File: config.mk
export PLATFORM = sky130hd
export DESIGN_NAME = nic_pkt_engine_flat
export DESIGN_NICKNAME = d
export VERILOG_FILES = /design/src/rtl/nic_pkt_engine_if.sv /design/src/rtl/nic_pkt_engine.sv /design/src/flat_wrapper.sv
export SDC_FILE = /design/constraint.sdc
export NUM_CORES = 1
export LEC_CHECK = 0
export ABC_AREA = 1
export CAP_MARGIN = 20
export CORE_ASPECT_RATIO = 1.25
export CORE_MARGIN = 3
export CORE_UTILIZATION = 46
export CTS_BUF_LIST = sky130_fd_sc_hd__clkbuf_16
export CTS_CLUSTER_SIZE = 25
export DETAILED_ROUTE_END_ITERATION = 10
export DONT_BUFFER_PORTS = 1
export PLACE_DENSITY = 0.65
export SLEW_MARGIN = 0
export SYNTH_ARGS = -nofsm -noshare
export SYNTH_HDL_FRONTEND = slang
export SYNTH_SLANG_ARGS = --single-unit
export TNS_END_PERCENT = 30
File: constraint.sdc
create_clock -name clk -period 11 [get_ports clk]
set_clock_uncertainty 0.2 [all_clocks]
set_input_delay 2.2 -clock clk [delete_from_list [all_inputs] [get_ports clk]]
set_output_delay 2.2 -clock clk [all_outputs]
set_load 0.05 [all_outputs]
File: src/rtl/nic_pkt_engine_if.sv
// NIC processor-side register port: one access strobe, write enable,
// 2-bit register address, 64-bit write data and 64-bit read data.
interface nic_pkt_engine_if;
    logic        nicEn;
    logic        nicWrEn;
    logic [1:0]  addr_nic;
    logic [63:0] din_nic;
    logic [63:0] dout_nic;

    // The engine drives the access; the NIC answers on dout_nic.
    modport master (
        output nicEn,
        output nicWrEn,
        output addr_nic,
        output din_nic,
        input  dout_nic
    );

    modport slave (
        input  nicEn,
        input  nicWrEn,
        input  addr_nic,
        input  din_nic,
        output dout_nic
    );
endinterface

File: src/rtl/nic_pkt_engine.sv
// NIC packet engine: polls NIC status registers, injects a programmed number
// of packets and drains a programmed number of received packets, interleaving
// the two directions. All outputs, including the NIC strobes, are registered.
module nic_pkt_engine #(
    parameter int unsigned CNT_W    = 16,
    parameter logic [31:0] SEQ_INIT = 32'd0
) (
    input  logic                 clk,
    input  logic                 reset,
    input  logic                 start,
    input  logic [CNT_W-1:0]     tx_num,
    input  logic [CNT_W-1:0]     rx_num,
    input  logic [31:0]          tx_hdr,
    nic_pkt_engine_if.master     nic,
    output logic                 busy,
    output logic                 done,
    output logic                 rx_valid,
    output logic [63:0]          rx_data,
    output logic [CNT_W-1:0]     tx_cnt,
    output logic [CNT_W-1:0]     rx_cnt,
    output logic [63:0]          rx_xor
);

    typedef enum logic [3:0] {
        IDLE, TX_STAT, TX_CHK, TX_WR, RX_STAT, RX_CHK, RX_RD, RX_CAP, DONE
    } state_t;

    localparam logic [1:0] ADDR_IN_BUF   = 2'b00;
    localparam logic [1:0] ADDR_IN_STAT  = 2'b01;
    localparam logic [1:0] ADDR_OUT_BUF  = 2'b10;
    localparam logic [1:0] ADDR_OUT_STAT = 2'b11;

    state_t           state;
    state_t           state_nxt;
    logic [CNT_W-1:0] tx_num_q;
    logic [CNT_W-1:0] rx_num_q;
    logic [31:0]      hdr_q;
    logic [31:0]      seq;
    logic [CNT_W-1:0] tx_cnt_nx;
    logic [CNT_W-1:0] rx_cnt_nx;
    logic             tx_more;
    logic             rx_more;

    // States that place an access on the NIC port for their whole cycle.
    function automatic logic is_access(state_t s);
        return (s == TX_STAT) || (s == TX_WR) || (s == RX_STAT) || (s == RX_RD);
    endfunction

    function automatic logic [1:0] addr_for(state_t s);
        case (s)
            TX_STAT: return ADDR_OUT_STAT;
            TX_WR:   return ADDR_OUT_BUF;
            RX_STAT: return ADDR_IN_STAT;
            default: return ADDR_IN_BUF;
        endcase
    endfunction

    // Next-state selection; remaining-work flags already account for the
    // packet being completed in TX_WR / RX_CAP this cycle.
    always_comb begin
        tx_cnt_nx = tx_cnt + CNT_W'(state == TX_WR);
        rx_cnt_nx = rx_cnt + CNT_W'(state == RX_CAP);
        tx_more   = (state == IDLE) ? (tx_num != '0) : (tx_cnt_nx < tx_num_q);
        rx_more   = (state == IDLE) ? (rx_num != '0) : (rx_cnt_nx < rx_num_q);
        state_nxt = state;
        unique case (state)
            IDLE:    if (start) state_nxt = tx_more ? TX_STAT : (rx_more ? RX_STAT : DONE);
            TX_STAT: state_nxt = TX_CHK;
            TX_CHK:  state_nxt = !nic.dout_nic[63] ? TX_WR : (rx_more ? RX_STAT : TX_STAT);
            TX_WR:   state_nxt = rx_more ? RX_STAT : (tx_more ? TX_STAT : DONE);
            RX_STAT: state_nxt = RX_CHK;
            RX_CHK:  state_nxt = nic.dout_nic[63] ? RX_RD : (tx_more ? TX_STAT : RX_STAT);
            RX_RD:   state_nxt = RX_CAP;
            RX_CAP:  state_nxt = tx_more ? TX_STAT : (rx_more ? RX_STAT : DONE);
            DONE:    state_nxt = IDLE;
            default: state_nxt = IDLE;
        endcase
    end

    // State register, NIC strobes for the state being entered, and the
    // per-state bookkeeping performed at the end of each state.
    always_ff @(posedge clk) begin
        if (reset) begin
            state        <= IDLE;
            nic.nicEn    <= 1'b0;
            nic.nicWrEn  <= 1'b0;
            nic.addr_nic <= '0;
            nic.din_nic  <= '0;
            tx_num_q     <= '0;
            rx_num_q     <= '0;
            hdr_q        <= '0;
            seq          <= SEQ_INIT;
            busy         <= 1'b0;
            done         <= 1'b0;
            rx_valid     <= 1'b0;
            rx_data      <= '0;
            tx_cnt       <= '0;
            rx_cnt       <= '0;
            rx_xor       <= '0;
        end else begin
            state        <= state_nxt;
            nic.nicEn    <= is_access(state_nxt);
            nic.nicWrEn  <= (state_nxt == TX_WR);
            nic.addr_nic <= is_access(state_nxt) ? addr_for(state_nxt) : 2'b00;
            nic.din_nic  <= (state_nxt == TX_WR) ? {hdr_q, seq} : 64'd0;
            done         <= 1'b0;
            rx_valid     <= 1'b0;
            case (state)
                IDLE: begin
                    if (start) begin
                        tx_num_q <= tx_num;
                        rx_num_q <= rx_num;
                        hdr_q    <= tx_hdr;
                        tx_cnt   <= '0;
                        rx_cnt   <= '0;
                        rx_xor   <= '0;
                        busy     <= 1'b1;
                    end
                end
                TX_WR: begin
                    seq    <= seq + 32'd1;
                    tx_cnt <= tx_cnt_nx;
                end
                RX_CAP: begin
                    rx_data  <= nic.dout_nic;
                    rx_xor   <= rx_xor ^ nic.dout_nic;
                    rx_cnt   <= rx_cnt_nx;
                    rx_valid <= 1'b1;
                end
                DONE: begin
                    done <= 1'b1;
                    busy <= 1'b0;
                end
                default: ;
            endcase
        end
    end

endmodule
File: src/flat_wrapper.sv
// flat-port wrapper written by rule: the top's interface ports become plain ports
module nic_pkt_engine_flat 
#(
    parameter int unsigned CNT_W    = 16,
    parameter logic [31:0] SEQ_INIT = 32'd0
)
  (clk, reset, start, tx_num, rx_num, tx_hdr, busy, done, rx_valid, rx_data, tx_cnt, rx_cnt, rx_xor, nic_nicEn, nic_nicWrEn, nic_addr_nic, nic_din_nic, nic_dout_nic);
  nic_pkt_engine_if nic_i ();
  input  logic clk;
  input  logic reset;
  input  logic start;
  input  logic [CNT_W-1:0] tx_num;
  input  logic [CNT_W-1:0] rx_num;
  input  logic [31:0] tx_hdr;
  output logic busy;
  output logic done;
  output logic rx_valid;
  output logic [63:0] rx_data;
  output logic [CNT_W-1:0] tx_cnt;
  output logic [CNT_W-1:0] rx_cnt;
  output logic [63:0] rx_xor;
  output wire logic [$bits(nic_i.nicEn)-1:0] nic_nicEn;
  output wire logic [$bits(nic_i.nicWrEn)-1:0] nic_nicWrEn;
  output wire logic [$bits(nic_i.addr_nic)-1:0] nic_addr_nic;
  output wire logic [$bits(nic_i.din_nic)-1:0] nic_din_nic;
  input wire logic [$bits(nic_i.dout_nic)-1:0] nic_dout_nic;
  assign nic_nicEn = nic_i.nicEn;
  assign nic_nicWrEn = nic_i.nicWrEn;
  assign nic_addr_nic = nic_i.addr_nic;
  assign nic_din_nic = nic_i.din_nic;
  assign nic_i.dout_nic = nic_dout_nic;
  nic_pkt_engine #(.CNT_W(CNT_W), .SEQ_INIT(SEQ_INIT)) u_core (.clk(clk), .reset(reset), .start(start), .tx_num(tx_num), .rx_num(rx_num), .tx_hdr(tx_hdr), .nic(nic_i), .busy(busy), .done(done), .rx_valid(rx_valid), .rx_data(rx_data), .tx_cnt(tx_cnt), .rx_cnt(rx_cnt), .rx_xor(rx_xor));
endmodule
==> impl_metrics.env <==
export IMPL_ys_top_cells_by_area="dfxtp_1 (51%), nand2_1 (10%), a21oi_1 (7.5%), inv_1 (6.3%), nor2_1 (5.4%)"
export IMPL_syn_area_per_cell_um2=7.78
export IMPL_yosysSeqAreaShare=0.507
export IMPL_fmax_ghz=0.212
export IMPL_synth_top_area_cell="dfxtp_1"
export IMPL_cts_root_buf="clkbuf_16"
export IMPL_yosysMostFrequentCell="nand2_1"
export IMPL_relSlewSlack=0.446
export IMPL_period_needed_ns=4.72
export IMPL_diodes=0
export IMPL_drc=0
export IMPL_min_path_type="reg2reg"
export IMPL_synthFlopType="dfxtp_1"
export IMPL_setup_tns_ns=0
export IMPL_dpl_cell_area_mm2=0.0133
export IMPL_cts_resized_gates=0
export IMPL_gp_congestion=0.842
export IMPL_critical_path_max_fanout=17
export IMPL_p_leak_nw=5.66
export IMPL_cts_tree="yes"
export IMPL_post_cts_buffers=0
export IMPL_synth_distinct_cells=36
export IMPL_clkSinkCount=331
export IMPL_drt_iter0_drc=499
export IMPL_finalHoldViolations=0
export IMPL_clockBufferDepth=3
export IMPL_grt_pass1_vias=10123
export IMPL_num_rows=68
export IMPL_clk_pin_slew_ns=0.06
export IMPL_crit_type="reg2reg"
export IMPL_ios=362
export IMPL_finalMaxSlewViolations=0
export IMPL_die_h_um=194
export IMPL_initial_utilization=0.469
export IMPL_via_per_inst=5.13
export IMPL_yosys_warnings=0
export IMPL_route_vias_total=10391
export IMPL_dp_hpwl_um=23200
export IMPL_synth_edf_count=0
export IMPL_startpoint_type="register"
export IMPL_io_buffers=0
export IMPL_cts_made_buffers=34
export IMPL_irDropWorstVdd_mv=0.115
export IMPL_worst_ep_arrival_time_ns=4.96
export IMPL_wire_per_inst_um=16.2
export IMPL_overflow=0
export IMPL_die_area_mm2=0.0305
export IMPL_wl_um=32700
export IMPL_fin_area_mm2=0.0144
export IMPL_cts_hold_repair_buffers=0
export IMPL_cp_end_kind="register"
export IMPL_area_growth_pct=10.3
export IMPL_status="completed"
export IMPL_instances_no_fill=2027
export IMPL_fin_nets=1821
export IMPL_fp_dieW_um=157
export IMPL_drv_cap=0
export IMPL_synthCells=1678
export IMPL_synthTopCellsByCount="nand2_1 (353), dfxtp_1 (331), inv_1 (218)"
export IMPL_grt_pass1_wl_um=51400
export IMPL_grt_max_degree=121
export IMPL_tightest_slew_ns=0.831
export IMPL_power_density_mw_per_mm2=187
export IMPL_grt_antenna_before_repair=0
export IMPL_grt_util_all_layers=0.206
export IMPL_core_area_mm2=0.0278
export IMPL_firstDrtPassIters=7
export IMPL_drive_above_1_share=0.0471
export IMPL_netlist_area_mm2=0.0131
export IMPL_synthArstFlopShare=0
export IMPL_htreeDepth=2
export IMPL_cp_required_ns=11.24
export IMPL_ant_nets=0
export IMPL_ys_seq_elements=331
export IMPL_fin_crit_sh=0.429
export IMPL_syn_nets=1846
export IMPL_finalSetupViolCount=0
export IMPL_rsz0062_at_grt="no"
export IMPL_synth_top_area_share=0.507
export IMPL_clk_latency_ns=0.51
export IMPL_dp_cells=1967
## cells in the final DEF, fill, tap and decap left out, types with 2 or more instances in the layout
master and count:
nand2_1 351, dfxtp_1 331, inv_1 223, a21oi_1 195, nor2_1 187, o21ai_0 81
nor3b_1 64, ha_1 37, clkbuf_16 37, xor2_1 33, nand3_1 27, nand4_1 19
nor3_1 17, nor4_1 11, clkinv_1 10, inv_2 6, buf_4 6, nor2_4 5
o21a_1 5, nand3_2 3, nor3_2 3, nand2_2 3, bufinv_16 3, xnor2_1 2
nor2_2 2, clkinv_2 2
## state kept, by name, summed over array words and instances, names as in the netlist, 2 cells and up
name / count
u_core.rx_xor: 64
u_core.tx_num_q: 16
u_core.nic.addr_nic: 2
u_core.seq: 32
u_core.rx_data: 64
u_core.rx_cnt: 16
u_core.state: 4
u_core.rx_num_q: 16
u_core.hdr_q: 32
u_core.tx_cnt: 16
u_core.nic.din_nic: 64
## power by group
part	switching, mW	internal [mW]
sequential	0.0611	1.26
combinational	0.169	0.0656
clock	0.462	0.674
## worst max-delay path, stage by stage, from the launching register on
cell and delay (ns):
dfxtp_1 0.40, inv_1 0.08, nor2_1 0.15, inv_1 0.12, nor2_4 0.36, ha_1 0.28
nand3_2 0.11, nor3_2 0.23, nand3_2 0.13, nor3_2 0.22, nand3_2 0.12, nor2_1 0.16
nand4_1 0.11, or2_2 0.33, and2_1 0.15, ha_1 0.28, a21oi_1 0.15, o21ai_0 0.10
a21oi_1 0.13, nand3_1 0.14, nand2_1 0.14, nand2_1 0.07, nand2_1 0.08, nand3_1 0.07
nor2_1 0.10, nand3_1 0.10, a21oi_1 0.17
## path summary, 6_finish.rpt
path	start	endpoint	slack, ns	depth (start not counted)
setup reg to reg	u_core.state[2]	u_core.nic.addr_nic[0]	6.28	26
hold / removal	u_core.hdr_q[27]	u_core.nic.din_nic[59]	0.23	2
hold reg to reg	u_core.hdr_q[27]	u_core.nic.din_nic[59]	0.23	2
setup / recovery	u_core.state[2]	u_core.nic.addr_nic[0]	6.28	26
## through the flow
stage / setup WS (ns) / hold slack, ns / utilization / total power, mW
2_1_floorplan: 6.42 / 0.216 / - / 1.53
3_3_place_gp: 6.56 / 0.220 / 0.478 / 1.57
3_5_place_dp: 6.32 / 0.225 / 0.478 / 1.58
4_1_cts: 6.29 / 0.224 / 0.518 / 2.72
5_1_grt: 5.79 / 0.250 / 0.518 / 2.81
6_report: 6.28 / 0.230 / 0.518 / 2.69
## routing by layer
layer  global-route usage  vias to the layer above  part of all wire
li1                     -                     5262                 -
met1                0.231                     4694              0.39
met2                0.356                      368              0.48
met3               0.0826                       67              0.10
met4               0.0652                        0             0.027
met5                    0                        -                 0
## cell type report
cell class	count	area, um2
clock buffer	37	926
clock inverter	23	176
fill	2639	13400
inverter	224	843
multi-input combinational	1056	5360
sequential	331	6630
tap	350	438
timing repair buffer	6	45.0
## cells by family (layout without fill, tap and decap cells)
kind of cell	after synthesis	in the layout	share of synthesized area
simple gates	700	700	0.239
flops	331	331	0.507
buf+inv	291	290	0.0840
compound gates	284	284	0.111
fa+ha+maj	37	37	0.0354
xor+xnor	35	35	0.0235
Note: power is estimated with default switching activity, not from simulation.
